===== src/rtl/mips32_dbg_pkg.sv =====
// Shared definitions for the pipe_mips32 debug memory-dump path.
// Holds the dump FSM state encoding, the default frame header byte and the
// frame byte-width constants so the host-link decoder can use the same values.
package mips32_dbg_pkg;

  typedef enum logic [2:0] {
    ST_IDLE = 3'd0,
    ST_HDR  = 3'd1,
    ST_CNT  = 3'd2,
    ST_READ = 3'd3,
    ST_WAIT = 3'd4,
    ST_SEND = 3'd5,
    ST_CSUM = 3'd6
  } dump_state_t;

  localparam logic [7:0] HDR_BYTE_DEFAULT = 8'hA5;
  localparam int         BYTE_W           = 8;
  localparam int         WORD_W           = 32;
  localparam int         WORD_BYTES       = WORD_W / BYTE_W;
  localparam int         COUNT_W          = 8;

endpackage


===== src/rtl/mips32_mem_dump.sv =====
// mips32_mem_dump: post-run data-memory readout engine.
// Reads word_count words starting at start_addr through a synchronous read
// port and streams them as a framed byte sequence:
//   HDR_BYTE, count, each word MSB-first, XOR checksum of all preceding bytes.
// Ports:
//   clk1, reset         clock, asynchronous active-high reset
//   start, halted       dump request (pulse) / HALTED flag (rising edge requests)
//   start_addr          first word address, sampled at request
//   word_count          number of words (0..255), sampled at request
//   mem_rd_en, mem_addr synchronous memory read strobe and word address
//   mem_rdata           read data, valid one cycle after mem_rd_en
//   tx_data, tx_valid   output byte stream (valid/ready)
//   tx_ready            sink ready
//   busy                request accepted and frame not yet fully accepted
//   done                one-cycle pulse after the checksum byte is accepted
module mips32_mem_dump
  import mips32_dbg_pkg::*;
#(
  parameter int         ADDR_W   = 10,
  parameter logic [7:0] HDR_BYTE = HDR_BYTE_DEFAULT
) (
  input  logic               clk1,
  input  logic               reset,
  input  logic               start,
  input  logic               halted,
  input  logic [ADDR_W-1:0]  start_addr,
  input  logic [COUNT_W-1:0] word_count,
  output logic               mem_rd_en,
  output logic [ADDR_W-1:0]  mem_addr,
  input  logic [WORD_W-1:0]  mem_rdata,
  output logic [BYTE_W-1:0]  tx_data,
  output logic               tx_valid,
  input  logic               tx_ready,
  output logic               busy,
  output logic               done
);

  localparam int BIDX_W = $clog2(WORD_BYTES);

  dump_state_t         state;
  logic                halted_q;
  logic [ADDR_W-1:0]   addr;
  logic [COUNT_W-1:0]  remaining;
  logic [BIDX_W-1:0]   byte_idx;
  logic [BYTE_W-1:0]   csum;
  logic [COUNT_W-1:0]  cnt_q;
  logic [WORD_W-1:0]   shreg;

  logic req;
  logic accept;
  logic last_byte;

  // Decrement that holds at zero so the word counter can never wrap.
  function automatic logic [COUNT_W-1:0] sat_dec(input logic [COUNT_W-1:0] v);
    return (v == '0) ? '0 : v - COUNT_W'(1);
  endfunction

  // start and a halted rising edge in the same cycle merge into one request.
  assign req       = start | (halted & ~halted_q);
  assign accept    = tx_valid & tx_ready;
  assign last_byte = (byte_idx == BIDX_W'(WORD_BYTES - 1));

  assign busy      = (state != ST_IDLE);
  assign mem_rd_en = (state == ST_READ);
  assign mem_addr  = addr;
  assign tx_valid  = (state == ST_HDR) || (state == ST_CNT) ||
                     (state == ST_SEND) || (state == ST_CSUM);

  // tx_data is a pure function of state and held registers, so it stays
  // stable for as long as the sink stalls.
  always_comb begin
    tx_data = '0;
    case (state)
      ST_HDR:  tx_data = HDR_BYTE;
      ST_CNT:  tx_data = cnt_q;
      ST_SEND: tx_data = shreg[WORD_W-1 -: BYTE_W];
      ST_CSUM: tx_data = csum;
      default: tx_data = '0;
    endcase
  end

  // Control path: FSM, edge detector, address/remaining counters, checksum.
  always_ff @(posedge clk1 or posedge reset) begin
    if (reset) begin
      state     <= ST_IDLE;
      halted_q  <= 1'b0;
      addr      <= '0;
      remaining <= '0;
      byte_idx  <= '0;
      csum      <= '0;
      done      <= 1'b0;
    end else begin
      halted_q <= halted;
      done     <= 1'b0;
      if (accept) begin
        csum <= csum ^ tx_data;
      end
      case (state)
        ST_IDLE: begin
          if (req) begin
            addr      <= start_addr;
            remaining <= word_count;
            csum      <= '0;
            state     <= ST_HDR;
          end
        end
        ST_HDR: begin
          if (tx_ready) state <= ST_CNT;
        end
        ST_CNT: begin
          if (tx_ready) state <= (remaining != '0) ? ST_READ : ST_CSUM;
        end
        ST_READ: begin
          state <= ST_WAIT;
        end
        ST_WAIT: begin
          byte_idx <= '0;
          state    <= ST_SEND;
        end
        ST_SEND: begin
          if (tx_ready) begin
            byte_idx <= byte_idx + BIDX_W'(1);
            if (last_byte) begin
              addr      <= addr + ADDR_W'(1);
              remaining <= sat_dec(remaining);
              state     <= (remaining > COUNT_W'(1)) ? ST_READ : ST_CSUM;
            end
          end
        end
        ST_CSUM: begin
          if (tx_ready) begin
            state <= ST_IDLE;
            done  <= 1'b1;
          end
        end
        default: state <= ST_IDLE;
      endcase
    end
  end

  // Data path: frame count byte and word shift register carry no reset; they
  // are only observed in states reached after being loaded.
  always_ff @(posedge clk1) begin
    if (state == ST_IDLE && req) begin
      cnt_q <= word_count;
    end
    if (state == ST_WAIT) begin
      shreg <= mem_rdata;
    end else if (state == ST_SEND && tx_ready) begin
      shreg <= {shreg[WORD_W-BYTE_W-1:0], {BYTE_W{1'b0}}};
    end
  end

endmodule


===== config.mk =====
export PLATFORM = sky130hd
export DESIGN_NAME = mips32_mem_dump
export DESIGN_NICKNAME = d
export VERILOG_FILES = /design/src/rtl/mips32_dbg_pkg.sv /design/src/rtl/mips32_mem_dump.sv
export SDC_FILE = /design/constraint.sdc
export NUM_CORES = 1
export LEC_CHECK = 0
export ABC_AREA = 1
export BUFFER_PORTS_ARGS = -buffer_cell sky130_fd_sc_hd__buf_2
export CORE_ASPECT_RATIO = 1.2
export CORE_MARGIN = 2
export CORE_UTILIZATION = 55
export CTS_CLUSTER_SIZE = 16
export DETAILED_ROUTE_END_ITERATION = 8
export GPL_ROUTABILITY_DRIVEN = 0
export PLACE_DENSITY_LB_ADDON = 0.25
export SYNTH_ARGS = -nofsm -noshare
export SYNTH_HDL_FRONTEND = slang
export SYNTH_SLANG_ARGS = --single-unit

===== constraint.sdc =====
create_clock -name clk1 -period 3.3 [get_ports clk1]
set_input_delay 0.495 -clock clk1 [delete_from_list [all_inputs] [get_ports clk1]]
set_output_delay 0.495 -clock clk1 [all_outputs]
set_load 0.03 [all_outputs]

* After elaboration in Yosys (flattened, before gate mapping)
Index checks and enable logic that the tools add are counted.
Storage, ports and cells: bits in registers 73, logic and storage cells 74
Cells by class: add/sub/neg operators 3, $lt $le $gt $ge 1, eq/ne operators 13, multiplexer cells 28, bitwise operators 5, reductions and logical operators 15
Operators by type and width (number):
- 2-to-1 mux 32 bit | 2
- 2-to-1 mux 8 bit | 7
- case mux 8 bit (4 select lines) | 1
- 2-to-1 mux 10 bit | 3
- 2-to-1 mux 3 bit | 8
- case mux 3 bit (7 select lines) | 1
- case mux 10 bit (2 select lines) | 1
- case mux 8 bit (2 select lines) | 1
- inequality test 2 bit, second input constant | 6
- adder 10 x 1 -> 10 bit, second input constant | 1
- equality test 3 bit, second input constant | 3
- > comparator 8 x 1 -> 1 bit, second input constant | 1
- logical NOT 8 bit | 1
- nonzero test 8 bit | 1
- subtractor 8 x 1 -> 8 bit, second input constant | 1
- XOR 8 bit | 1
- equality test 3 x 2 -> 1 bit, second input constant | 2
- AND reduction 6 bit | 1
- nonzero test 2 bit | 3
- case mux 2 bit (2 select lines) | 1
- AND reduction 4 bit | 1
- equality test 3 x 1 -> 1 bit, second input constant | 1
- logical NOT 3 bit | 1
- logical OR 1 bit | 3
- other kinds (10) | 13

* Logic depth before layout (Yosys ltp)
word-level depth 8, mapped depth 11, mapped depth without buffers 9

* Least setup slack after synthesis
OpenSTA, ideal clock, no wires.
kind input to register, start in tx_ready, end reg shreg[0] (enable), data arrival time 2.360 ns, setup slack 0.512 ns, cell stages on the path 3, path through clkbuf_1 > inv_1 > o21ai_1
Between the ends: cells in the longest elaborated chain, start to end 2
Ends and longest elaborated chain:
- start: declaration | line mips32_mem_dump.sv:33 | input logic tx_ready,
- logical AND 1 bit | line mips32_mem_dump.sv:149 | end else if (state == ST_SEND && tx_ready) begin
- nonzero test 2 bit (no source line)
- end signal: assignment | line mips32_mem_dump.sv:148 | shreg <= mem_rdata;
- end signal: assignment | line mips32_mem_dump.sv:150 | shreg <= {shreg[WORD_W-BYTE_W-1:0], {BYTE_W{1'b0}}};
- end: declaration | line mips32_mem_dump.sv:47 | logic [WORD_W-1:0] shreg;
Every way passes these cells. A chain may end at the register's enable or synchronous reset.

* Final worst setup path
start reg state[2], end out tx_data[3]
Between the ends: cells in the longest elaborated chain, start to end 2
Ends and longest elaborated chain:
- start: declaration | line mips32_mem_dump.sv:40 | dump_state_t state;
- start signal: assignment | line mips32_mem_dump.sv:111 | if (tx_ready) state <= (remaining != '0) ? ST_READ : ST_CSUM;
- start signal: assignment | line mips32_mem_dump.sv:126 | state <= (remaining > COUNT_W'(1)) ? ST_READ : ST_CSUM;
- equality test 3 bit, or another cell as far along | line mips32_mem_dump.sv:73 | case (state)
- case mux 8 bit (4 select lines) * | line mips32_mem_dump.sv:73
- end: declaration | line mips32_mem_dump.sv:31 | output logic [BYTE_W-1:0] tx_data,
Every way passes the cells marked *; elsewhere a longest branch is shown, timed or not.

==> metrics <==
status finished, final reports clean; GRT Total Usage 0.2333; CTS Sinks 73; cells along the critical path nand3_4, inv_4, nand2_1, nand3_1, buf_2; R2R cell count 5; r2r setup slk 1100 ps; Boundary Pins 77; Worst path slowest cell dfrtp_1; CP Capture Type output pin; Post-Syn Area 3857 um^2; die width 80.45 um; Root Buffer clkbuf_8; Clock Skew 7.047 ps; pwr/cell area 870.0 nW/um^2; crit share post-route 0.7832; HP Class input port to async pin; DRC viols 0; # diodes 0; wire length per cell 13.67 um; Net Sw Power 1697 uW; sequential area share after synthesis 0.5255; first-pass GRT wire length 13740 um; number of global-route vias before repair 2954; Total Wirelength 8243 um; Worst-Margin Slew 520.1 ps; Max-Cap Viols 0; Detail Route Antenna Nets 0; CTS H-tree depth 3; # setup viols final 0; starting density of the core 0.5662; P_int 2230 uW; Synth area leaders edfxtp_1 31%, dfrtp_1 21%, nand2_1 13%, mux2_2 7.0%, nand3_1 5.2%; Post-CTS Setup Inserts 0; Crit Reg-Reg Endpoint mem_addr[3]; YS warnings 0; CTS Buffer Depth 2; Max Freq 386.9 MHz; LEAKAGE 0.002212 uW; Critical Path Source Type flip-flop; clock share of power 0.202; worst r2r src state[2]; initial drt markers 254; hold-fix buffer count after cts 0; worst skew pair latency 350 ps; worst setup margin 715.3 ps; dpl cell area 4290 um^2; Core Util, Final 0.6626; combinational share of power 0.407; die area 7702 um^2; worst vdd ir 0.4349 mV; post-synth top area cell edfxtp_1; setup TNS 0 ps; final-stage net count 571; core area 6813 um^2; Sequential Power Share 0.390; largest fanout on the critical path 26; Finished Cell Area 4514 um^2; placed wire-length estimate 5805 um; syn nets 496; Via density 5.257; vias post-DR 3170; Slew Viols, Final 0; post-route minimum period 2585 ps; Synth Register Bits 73; Sw Ratio 0.4321; syn_area_per_cell 8.847 um^2; area share of the largest cell type after synthesis 0.3114; grt ovf 0; CP required 2800 ps; initial antenna violation count 0; PortBufs 76; Worst-path clk slew 80 ps; slew margin rel. 0.6520; Cell Rows 33; Syn-to-layout area delta 17.03%; post-synth cell types 33; commonest non-fill, non-tap cell in the layout nand2_1; synthesized instance count 436; share of layout cells above drive strength 1 0.2558; worst slack, placed 1115 ps; most frequent cells in the layout 131 x nand2_1, 76 x buf_2, 45 x nor2_1; largest net degree at the start of global routing 35; crit path from state[2]; TritonCTS clock tree done; drt pass-1 iters 4; RSZ-0062 raised after global routing no; CP Data Arrival Time 2090 ps; worst setup path endpoint tx_data[3]; die height 95.74 um; Inserted Clock Buffers 9; total power draw 3927 uW; Setup CP Type flip-flop to output pin; max incr delay on CP 650 ps; Hold Vio Cnt, Final 0; PostCTS Resize Cnt 0
flip-flops by register name (all words and copies together) (netlist names):
signal	count
shreg	32
mem_addr	10
cnt_q	8
csum	8
remaining	8
state	3
byte_idx	2
done	1
halted_q	1
final cells by class:
cell class	count	area, um^2
Fill cell	585	2298
Sequential cell	73	2027
Multi-Input combinational cell	304	1584
Timing Repair Buffer	79	402.9
Inverter	44	167.7
Clock buffer	9	123.9
Tap cell	87	108.9
Clock inverter	7	100.1
critical path: cells and delay by family, from the launching register on:
| kind | cells | cell delay (ps) |
|---|---|---|
| buffers and inverters | 2 | 490 |
| flip-flops | 1 | 650 |
| AND/OR/NAND/NOR | 3 | 590 |
synth_stat cells:
master	number
nand2_1	131
nor2_1	45
edfxtp_1	40
inv_1	40
nand3_1	40
dfrtp_1	33
mux2_2	24
o21ai_0	14
nand4_1	13
a21oi_1	10
buf_2	6
ha_1	5
clkbuf_1	4
buf_4	3
inv_2	3
o21ai_1	3
buf_6	2
o21bai_1	2
or2_2	2
xnor2_1	2
xor2_1	2
a21oi_4	1
inv_4	1
nand2_2	1
nand3_2	1
nand3_4	1
nand3b_1	1
nor2_2	1
nor2_4	1
nor3_1	1
nor3b_1	1
or2_0	1
or2_1	1
power groups by stage:
stage | logic (uW) | registers (uW) | clock network [uW]
floorplan | 1200 | 1550 | 0
global route | 1800 | 1570 | 856
detailed placement | 1600 | 1540 | 0
CTS | 1610 | 1530 | 813
global placement | 1550 | 1530 | 0
finish | 1600 | 1530 | 795
metrics by stage:
stage               hold slack [ps]  std cells
floorplan                     471.5        436
global route                  248.7        603
detailed placement            521.2        587
finish                        227.1        603
global placement              511.3        587
CTS                           236.2        603
worst min path at each step:
stage / end / slack (ps) / depth (start not counted)
global route: csum[5] / 250 / 3
finish: csum[5] / 230 / 3
floorplan: remaining[1] / 470 / 2
detailed placement: remaining[1] / 520 / 2
CTS: csum[5] / 240 / 3
global placement: remaining[1] / 510 / 2
layer usage:
layer / up-vias / wire length [um] / GRT usage
li1: 1587 / - / -
met1: 1449 / 3542 / 0.3006
met2: 118 / 4006 / 0.3819
met3: 16 / 505 / 0.05159
met4: 0 / 188 / 0.09746
met5: - / 0 / 0
kinds of logic after synthesis:
logic type,count (synthesis),synth area share
AND/OR/NAND/NOR,241,0.2692
flip-flops,73,0.5255
buffers and inverters,59,0.06682
AO/OA/AOI/OAI,30,0.04314
multiplexers,24,0.07006
adder cells (fa/ha/maj),5,0.01622
XOR/XNOR,4,0.009084
Note: power is estimated with default switching activity, not from simulation.
